File: config.mk
export PLATFORM = sky130hd
export DESIGN_NAME = load_store_unit
export DESIGN_NICKNAME = d
export VERILOG_FILES = /design/src/rtl/lsu_pkg.sv /design/src/rtl/lsu_lane_align.sv /design/src/rtl/load_store_unit.sv
export SDC_FILE = /design/constraint.sdc
export NUM_CORES = 1
export LEC_CHECK = 0
export CAP_MARGIN = 25
export CORE_ASPECT_RATIO = 0.6
export CORE_MARGIN = 3
export CORE_UTILIZATION = 51
export DETAILED_ROUTE_END_ITERATION = 7
export PLACE_DENSITY = 0.95
export SYNTH_ARGS = -nofsm -noshare
export SYNTH_HDL_FRONTEND = slang
export SYNTH_SLANG_ARGS = --single-unit
File: constraint.sdc
create_clock -name clk -period 7.3 [get_ports clk]
set_input_delay 1.46 -clock clk [delete_from_list [all_inputs] [get_ports clk]]
set_output_delay 1.46 -clock clk [all_outputs]
set_load 0.05 [all_outputs]
File: src/rtl/lsu_pkg.sv
// Load/store unit shared definitions: FSM state encoding, funct3 access
// codes, fault codes and request-legality helpers used at request accept.
package lsu_pkg;

    typedef enum logic [1:0] {
        S_IDLE   = 2'd0,
        S_ACCESS = 2'd1,
        S_RESP   = 2'd2
    } lsu_state_e;

    localparam logic [2:0] F3_B  = 3'b000;
    localparam logic [2:0] F3_H  = 3'b001;
    localparam logic [2:0] F3_W  = 3'b010;
    localparam logic [2:0] F3_BU = 3'b100;
    localparam logic [2:0] F3_HU = 3'b101;

    localparam logic [1:0] FAULT_NONE     = 2'b00;
    localparam logic [1:0] FAULT_MISALIGN = 2'b01;
    localparam logic [1:0] FAULT_ILLEGAL  = 2'b10;
    localparam logic [1:0] FAULT_TIMEOUT  = 2'b11;

    // Stores have no unsigned variants, so only B/H/W are legal for them.
    function automatic logic funct3_legal(input logic       store,
                                          input logic [2:0] f3);
        logic ok;
        ok = 1'b0;
        unique case (1'b1)
            (f3 == F3_B), (f3 == F3_H), (f3 == F3_W): ok = 1'b1;
            (f3 == F3_BU), (f3 == F3_HU):             ok = ~store;
            default:                                  ok = 1'b0;
        endcase
        return ok;
    endfunction

    function automatic logic misaligned(input logic [2:0] f3,
                                        input logic [1:0] addr_lo);
        logic m;
        m = 1'b0;
        unique case (f3[1:0])
            2'b01:   m = addr_lo[0];
            2'b10:   m = |addr_lo;
            default: m = 1'b0;
        endcase
        return m;
    endfunction

endpackage

File: src/rtl/lsu_lane_align.sv
// Byte-lane steering: byte enables and store replication toward memory,
// plus lane selection and sign/zero extension of returned load data.
// Ports: addr_lo_i/funct3_i select the access; wdata_i/rdata_i raw data;
// byte_en_o, wdata_o (replicated store data), rdata_o (extended load).
module lsu_lane_align
    import lsu_pkg::*;
(
    input  logic [1:0]  addr_lo_i,
    input  logic [2:0]  funct3_i,
    input  logic [31:0] wdata_i,
    input  logic [31:0] rdata_i,
    output logic [3:0]  byte_en_o,
    output logic [31:0] wdata_o,
    output logic [31:0] rdata_o
);

    logic [7:0]  lane_b;
    logic [15:0] lane_h;

    always_comb begin
        byte_en_o = 4'b1111;
        wdata_o   = wdata_i;
        unique case (funct3_i[1:0])
            2'b00: begin
                byte_en_o = 4'b0001 << addr_lo_i;
                wdata_o   = {4{wdata_i[7:0]}};
            end
            2'b01: begin
                byte_en_o = addr_lo_i[1] ? 4'b1100 : 4'b0011;
                wdata_o   = {2{wdata_i[15:0]}};
            end
            default: begin
                byte_en_o = 4'b1111;
                wdata_o   = wdata_i;
            end
        endcase
    end

    always_comb begin
        lane_b = rdata_i[7:0];
        unique case (addr_lo_i)
            2'd0:    lane_b = rdata_i[7:0];
            2'd1:    lane_b = rdata_i[15:8];
            2'd2:    lane_b = rdata_i[23:16];
            default: lane_b = rdata_i[31:24];
        endcase
        lane_h = addr_lo_i[1] ? rdata_i[31:16] : rdata_i[15:0];

        rdata_o = rdata_i;
        unique case (funct3_i)
            F3_B:    rdata_o = {{24{lane_b[7]}}, lane_b};
            F3_H:    rdata_o = {{16{lane_h[15]}}, lane_h};
            F3_BU:   rdata_o = {24'b0, lane_b};
            F3_HU:   rdata_o = {16'b0, lane_h};
            default: rdata_o = rdata_i;
        endcase
    end

endmodule

File: src/rtl/load_store_unit.sv
// Load/store unit: accepts one request in IDLE, checks legality/alignment,
// runs a single memory access with ack timeout, then pulses a response.
// Ports: clk/reset; req_* request handshake; resp_* response pulse;
// mem_* word-aligned memory access, mem_ack/mem_read_data from memory.
module load_store_unit
    import lsu_pkg::*;
#(
    parameter int TIMEOUT_CYCLES = 16
) (
    input  logic        clk,
    input  logic        reset,
    input  logic        req_valid,
    output logic        req_ready,
    input  logic        req_store,
    input  logic [2:0]  req_funct3,
    input  logic [31:0] req_base,
    input  logic [31:0] req_offset,
    input  logic [31:0] req_wdata,
    output logic        resp_valid,
    output logic [31:0] resp_rdata,
    output logic [1:0]  resp_fault,
    output logic [31:0] mem_address,
    output logic        mem_read_enable,
    output logic        mem_write_enable,
    output logic [3:0]  mem_byte_en,
    output logic [31:0] mem_write_data,
    input  logic [31:0] mem_read_data,
    input  logic        mem_ack
);

    localparam int CW = $clog2(TIMEOUT_CYCLES + 1);

    lsu_state_e    state_q, state_d;
    logic [31:0]   addr_q, addr_d;
    logic [31:0]   wdata_q, wdata_d;
    logic [31:0]   rdata_q, rdata_d;
    logic          store_q, store_d;
    logic [2:0]    funct3_q, funct3_d;
    logic [1:0]    fault_q, fault_d;
    logic [CW-1:0] cnt_q, cnt_d;

    logic [31:0]   req_addr;
    logic          in_access;
    logic          last_cycle;
    logic [3:0]    al_be;
    logic [31:0]   al_wdata;
    logic [31:0]   al_rdata;

    assign req_addr   = req_base + req_offset;
    assign in_access  = (state_q == S_ACCESS);
    // cnt_q counts completed ACCESS cycles; this is the last one allowed.
    assign last_cycle = (cnt_q == CW'(TIMEOUT_CYCLES - 1));

    lsu_lane_align u_align (
        .addr_lo_i (addr_q[1:0]),
        .funct3_i  (funct3_q),
        .wdata_i   (wdata_q),
        .rdata_i   (mem_read_data),
        .byte_en_o (al_be),
        .wdata_o   (al_wdata),
        .rdata_o   (al_rdata)
    );

    assign req_ready        = (state_q == S_IDLE);
    assign resp_valid       = (state_q == S_RESP);
    assign resp_rdata       = resp_valid ? rdata_q : 32'h0;
    assign resp_fault       = resp_valid ? fault_q : FAULT_NONE;
    assign mem_address      = in_access ? {addr_q[31:2], 2'b00} : 32'h0;
    assign mem_read_enable  = in_access & ~store_q;
    assign mem_write_enable = in_access & store_q;
    assign mem_byte_en      = in_access ? al_be : 4'b0000;
    assign mem_write_data   = (in_access & store_q) ? al_wdata : 32'h0;

    always_ff @(posedge clk or posedge reset) begin
        if (reset) begin
            state_q  <= S_IDLE;
            addr_q   <= '0;
            wdata_q  <= '0;
            rdata_q  <= '0;
            store_q  <= 1'b0;
            funct3_q <= '0;
            fault_q  <= FAULT_NONE;
            cnt_q    <= '0;
        end else begin
            state_q  <= state_d;
            addr_q   <= addr_d;
            wdata_q  <= wdata_d;
            rdata_q  <= rdata_d;
            store_q  <= store_d;
            funct3_q <= funct3_d;
            fault_q  <= fault_d;
            cnt_q    <= cnt_d;
        end
    end

    always_comb begin
        state_d  = state_q;
        addr_d   = addr_q;
        wdata_d  = wdata_q;
        rdata_d  = rdata_q;
        store_d  = store_q;
        funct3_d = funct3_q;
        fault_d  = fault_q;
        cnt_d    = cnt_q;
        unique case (state_q)
            S_IDLE: begin
                if (req_valid) begin
                    rdata_d = '0;
                    if (!funct3_legal(req_store, req_funct3)) begin
                        fault_d = FAULT_ILLEGAL;
                        state_d = S_RESP;
                    end else if (misaligned(req_funct3, req_addr[1:0])) begin
                        fault_d = FAULT_MISALIGN;
                        state_d = S_RESP;
                    end else begin
                        addr_d   = req_addr;
                        wdata_d  = req_wdata;
                        store_d  = req_store;
                        funct3_d = req_funct3;
                        fault_d  = FAULT_NONE;
                        cnt_d    = '0;
                        state_d  = S_ACCESS;
                    end
                end
            end
            S_ACCESS: begin
                // Ack is checked first so it wins in the final cycle.
                if (mem_ack) begin
                    rdata_d = store_q ? 32'h0 : al_rdata;
                    fault_d = FAULT_NONE;
                    state_d = S_RESP;
                end else if (last_cycle) begin
                    rdata_d = '0;
                    fault_d = FAULT_TIMEOUT;
                    state_d = S_RESP;
                end else begin
                    cnt_d = cnt_q + 1'b1;
                end
            end
            S_RESP: begin
                state_d = S_IDLE;
            end
            default: begin
                state_d = S_IDLE;
            end
        endcase
    end

endmodule

Word level (Yosys, flattened, before mapping)
Index checks and enable logic that the tools add are counted.
- register bits: 109
- output and inout port bits: 106
- input port bits: 136
- shift-type cells: 1
- add/subtract/negate cells: 2
- mux-type cells: 41
- equal/unequal tests: 21
- bitwise gates (word level): 5
- reductions and logical operators: 13
- operators with widths (operator ; count):
    32-bit 2-to-1 mux ; 7
    32-bit case mux with 2 select lines ; 2
    32-bit case mux with 4 select lines ; 1
    32-bit adder ; 1
    5-bit 2-to-1 mux ; 5
    8-bit case mux with 3 select lines ; 1
    2-bit 2-to-1 mux ; 10
    16-bit 2-to-1 mux ; 1
    3-bit equality test, second input constant ; 4
    5-bit case mux with 2 select lines ; 1
    2-bit by 1-bit equality test with 1-bit output, second input constant ; 4
    4-bit 2-to-1 mux ; 2
    2-bit != test, second input constant ; 4
    2-bit case mux with 2 select lines ; 2
    4-bit case mux with 2 select lines ; 1
    2-bit equality test, second input constant ; 3
    3-bit by 1-bit equality test with 1-bit output, second input constant ; 2
    2-bit logical NOT ; 3
    3-bit logical NOT ; 2
    1-bit 2-to-1 mux ; 6
    6-bit AND reduction ; 1
    5-bit by 1-bit adder with 5-bit output, second input constant ; 1
    5-bit by 4-bit equality test with 1-bit output, second input constant ; 1
    1-bit case mux with 2 select lines ; 2
    other kinds (12) ; 16

Longest topological paths before layout
- word-level depth: 12
- gate-level depth with buffers: 11
- depth with buffers taken out: 11

Cells and area by module
Synthesis repeated with hierarchy kept, for this count alone.
- cell total of the unflattened synthesis: 887
- area, all modules: 7528.5 um^2
- by module, submodules not included (module ; times used ; area each (um^2) ; cells each):
    load_store_unit ; 1 ; 6364.9 ; 704
    lsu_lane_align ; 1 ; 1163.6 ; 183

Least setup slack after synthesis
No wires, ideal clock.
- kind: input to register
- from: input port req_base[0]
- to: register addr_q[28]
- slack: 3.654 ns
- buffers on the path: 0
- stages: 9
- data arrival time: 3.520 ns
- data required time: 7.174 ns
- library setup time: 0.126 ns
- cell sequence: ha_1 fa_1 a21o_1 a221oi_4 nor2_2 a211o_2 a31oi_4 nor4_1 a311o_1
- word-level cells in the longest chain between the ends: 8
- RTL lines (what ; RTL line ; source):
    start: declaration ; load_store_unit.sv:16 ; input logic [31:0] req_base,
    32-bit adder * ; load_store_unit.sv:49 ; assign req_addr = req_base + req_offset;
    2-bit OR reduction ; lsu_pkg.sv:41 ; 2'b10: m = |addr_lo;
    1-bit case mux with 2 select lines ; lsu_pkg.sv:39 ; unique case (f3[1:0])
    1-bit 2-to-1 mux ; load_store_unit.sv:109 ; if (!funct3_legal(req_store, req_funct3)) begin
    1-bit 2-to-1 mux ; load_store_unit.sv:107 ; if (req_valid) begin
    1-bit 2-to-1 mux ; load_store_unit.sv:105 ; unique case (state_q)
    1-bit NOT (no line) ; - ;
    4-bit AND reduction (no line) ; - ;
    end signal: assignment ; load_store_unit.sv:86 ; addr_q <= addr_d;
    end: declaration ; load_store_unit.sv:34 ; logic [31:0] addr_q, addr_d;
Mark *: on every way between the ends. The rest lies on a longest branch, timed or not. The select of a mux whose other input is x is not followed.
A chain may end at the register's enable or synchronous reset.

Worst setup path in the final report
- from: register state_q[0]
- to: output port mem_write_data[10]
- word-level cells in the longest chain between the ends: 3
- RTL lines (what ; RTL line ; source):
    start: declaration ; load_store_unit.sv:33 ; lsu_state_e state_q, state_d;
    start signal: assignment ; load_store_unit.sv:85 ; state_q <= state_d;
    2-bit by 1-bit equality test with 1-bit output ; load_store_unit.sv:50 ; assign in_access = (state_q == S_ACCESS);
    1-bit bitwise AND ; load_store_unit.sv:72 ; assign mem_write_data = (in_access & store_q) ? al_wdata : 32'h0;
    32-bit 2-to-1 mux ; load_store_unit.sv:72 ;
    end: declaration ; load_store_unit.sv:26 ; output logic [31:0] mem_write_data,
No other way between the ends.

==> run metrics <==
status=completed; Worst VDD drop=0.147 mV; io pins=242; Async S/R FF share, synth=100%; die height=100 um; Clock Skew=0.00745 ns; Max Root-Sink Buffers=2; Hold WC Path Type=reg -> reg; first-pass GRT wire length=39.0 mm; gpl congestion=0.949; Skew-Pair Late Insertion Delay=0.36 ns; row cnt=33; final hold vios=0; largest area contributor in the netlist=dfrtp_1; CP Class=reg -> out; vias in the first global route=7382; max-slew violations=0; Synth warnings=0; CTS root buffer=clkbuf_16; DR iter-0 viols=783; Final period util=78.4%; TritonCTS clock tree=yes; register area share after synthesis=36.3%; WP data arrival=4.26 ns; sequence of cells on the critical path=inv_1, nor2_1, nand2_1, a21oi_1, clkdlybuf4s50_1; largest net degree at the start of global routing=75; PostCTS Resize Cnt=0; vias=7880; reg2reg setup slack=4.05 ns; GR Overflow Total=0; r2r startpoint=state_q[0]$_DFFE_PP0P_; endpoints failing setup=0; first drt pass iteration count=6; Yosys cell types=60; buffers added on ports=239; Placed Area=9930 sq um; CP delay by family, top=simple AND/OR/NAND/NOR gates; die area=16300 sq um; share of layout cells above drive strength 1=3.83%; die width=163 um; Cell Count, Final, Fillers Out=1342; area of the multi-input gates=4470 sq um; CTS Buf Count=9; P_leak=4.65 nW; Syn Inst Count=953; crit-path max cell delay=1.04 ns; core area=14000 sq um; initial antenna violation count=1; FF-to-FF path depth=5; Netlist Area Pre-Place=7520 sq um; final period demand of the worst path=5.72 ns; Detail Route Antenna Nets=0; CP Data Required Time=5.84 ns; post-DP HPWL=18.9 mm; placed instance count=1323; FF+latch area=2730 sq um; Total Wirelength=25.1 mm; filler cell count=1034; hold buffers post-CTS=0; Starting Density=53.6%; max-cap violation count=0; crit path max fanout=38; R2R Path End=addr_q[30]$_DFFE_PP0P_; worst hold stages=2; crit start category=flop; CP Capture Type=output pin; Layout area overhead=36.5%; Hold Path End=rdata_q[0]$_DFFE_PP0P_; Slew headroom=29.2%; Synth top area share=36.3%; clock sink count=109; post-CTS setup buffer count=0; Crit-path slowest cell=dfrtp_1; measured slew at the worst slew-check pin=1.06 ns; Overall Global Routing Usage=30.0%; Synth Flop Type=dfrtp_1; RSZ-0062 raised after global routing=false; fin nets=1317; setup_tns=0 ns; HP Start=rdata_q[0]$_DFFE_PP0P_; Routed wire per std cell=18.7 um; H-Tree Depth=3; detailed-route vias per instance=5.87; Pwr Density=263 nW/um^2; Yosys reg bits=109; Area contributors post-synth=dfrtp_1, nand2_1, ha_1, o21ai_0, a21oi_1; Critical path buffers and inverters=2; average size of a mapped cell=7.89 sq um; post-route cell area=10300 sq um; fmax=0.175 GHz; Pwr Total=2.70 mW; clock slew at reported path FFs=0.08 ns; number of flops mapped to enable cells by yosys=0; DRC=0
through the flow:
step | util, % | hold slack, ns | setup slack (ns)
after global routing | 73.1 | 0.494 | 1.34
after CTS | 73.0 | 0.469 | 1.74
after detailed placement | 70.8 | 0.449 | 2.15
after global placement | 70.8 | 0.444 | 2.38
final | 73.1 | 0.465 | 1.58
after floorplan | - | 0.430 | 2.97
cells in the final DEF, fill, tap and decap left out, types with 8 or more instances in the layout:
cell	n
nand3_1	8
nand2b_1	10
nand4_1	16
mux2i_1	19
o21ai_0	75
and2_1	39
a21oi_1	71
nor2b_1	9
o21ai_1	8
mux2_2	9
dfrtp_1	108
clkdlybuf4s50_1	239
nand2_1	213
xnor2_1	10
ha_1	36
and3_1	44
o21a_1	9
inv_1	19
xor2_1	15
nor2_1	66
a21o_1	18
clkbuf_16	9
registers in the layout (all words and copies together), names as in the netlist:
register and cells:
addr_q 32, cnt_q 5, fault_q 2, funct3_q 3, rdata_q 32, state_q 2, store_q 1, wdata_q 32
final cells by class:
class | count | area share (%)
multi-input combinational | 760 | 43.6
sequential | 109 | 26.6
timing repair buffer | 244 | 23.7
tap | 192 | 2.34
clock buffer | 9 | 2.19
clock inverter | 7 | 0.804
inverter | 20 | 0.756
antenna | 1 | 0.0244
how the worst max path moves through the flow:
stage                                 startpoint                     to  slack, ns  depth (start not counted)
after CTS                 state_q[0]$_DFFE_PP0P_     mem_write_data[10]       1.74                          5
after floorplan                            reset  addr_q[0]$_DFFE_PP0P_       2.97                          1
after global placement    state_q[0]$_DFFE_PP0P_     mem_write_data[10]       2.38                          5
after global routing      state_q[0]$_DFFE_PP0P_     mem_write_data[12]       1.34                          5
after detailed placement  state_q[0]$_DFFE_PP0P_     mem_write_data[10]       2.15                          5
final                     state_q[0]$_DFFE_PP0P_     mem_write_data[10]       1.58                          5
cells by family (layout without fill, tap and decap cells):
family          Yosys count  after routing  share of synthesized area [%]
xor+xnor                 25             25                           2.91
compound gates          242            242                           20.1
fa+ha+maj                37             37                           6.25
buf+inv                  85            280                           4.51
mux                      28             28                           3.87
simple gates            426            426                           26.1
other cells               1              3                         0.0498
flops                   109            109                           36.3
routing by layer:
metal | up-vias | share of wire, % | GRT usage [%]
met5 | - | 0 | 0
met4 | 0 | 2.3 | 7.99
met3 | 45 | 11 | 8.16
met2 | 433 | 44 | 45.4
met1 | 3727 | 43 | 42.9
li1 | 3675 | - | -
cells in the mapped netlist, types with 3 or more instances:
cell,n
a211oi_1,3
nand2b_1,10
xnor2_1,10
dfrtp_1,109
xor2_1,15
o22ai_1,3
or4_1,4
inv_1,20
mux2i_1,19
nand4_1,16
mux2_2,9
nor2b_1,9
a22oi_1,6
ha_1,36
a21oi_1,71
o21bai_1,6
o21ai_0,75
and2_1,39
o211ai_1,5
a31oi_1,5
nor2_1,67
a32o_1,7
and3_1,44
clkbuf_1,49
o21a_1,9
nor3_1,7
buf_2,10
o31ai_1,5
a21o_1,18
nand2_1,213
o21ai_1,8
nand3_1,8
buf_1,4
nor4_1,3
where the power goes:
| group | total [mW] | internal [mW] | switching [mW] | leakage, nW |
|---|---|---|---|---|
| Clock | 0.510 | 0.271 | 0.238 | 0.144 |
| Combinational | 1.13 | 0.445 | 0.686 | 3.11 |
| Sequential | 1.06 | 0.815 | 0.248 | 1.40 |
| Total | 2.70 | 1.53 | 1.17 | 4.65 |
tightest hold or removal path: cells and delay by family (launching register included):
kind	cells	cell delay (ns)
simple gates	2	0.10
flops	1	0.34
No activity file was read; power rests on OpenSTA's default activity.
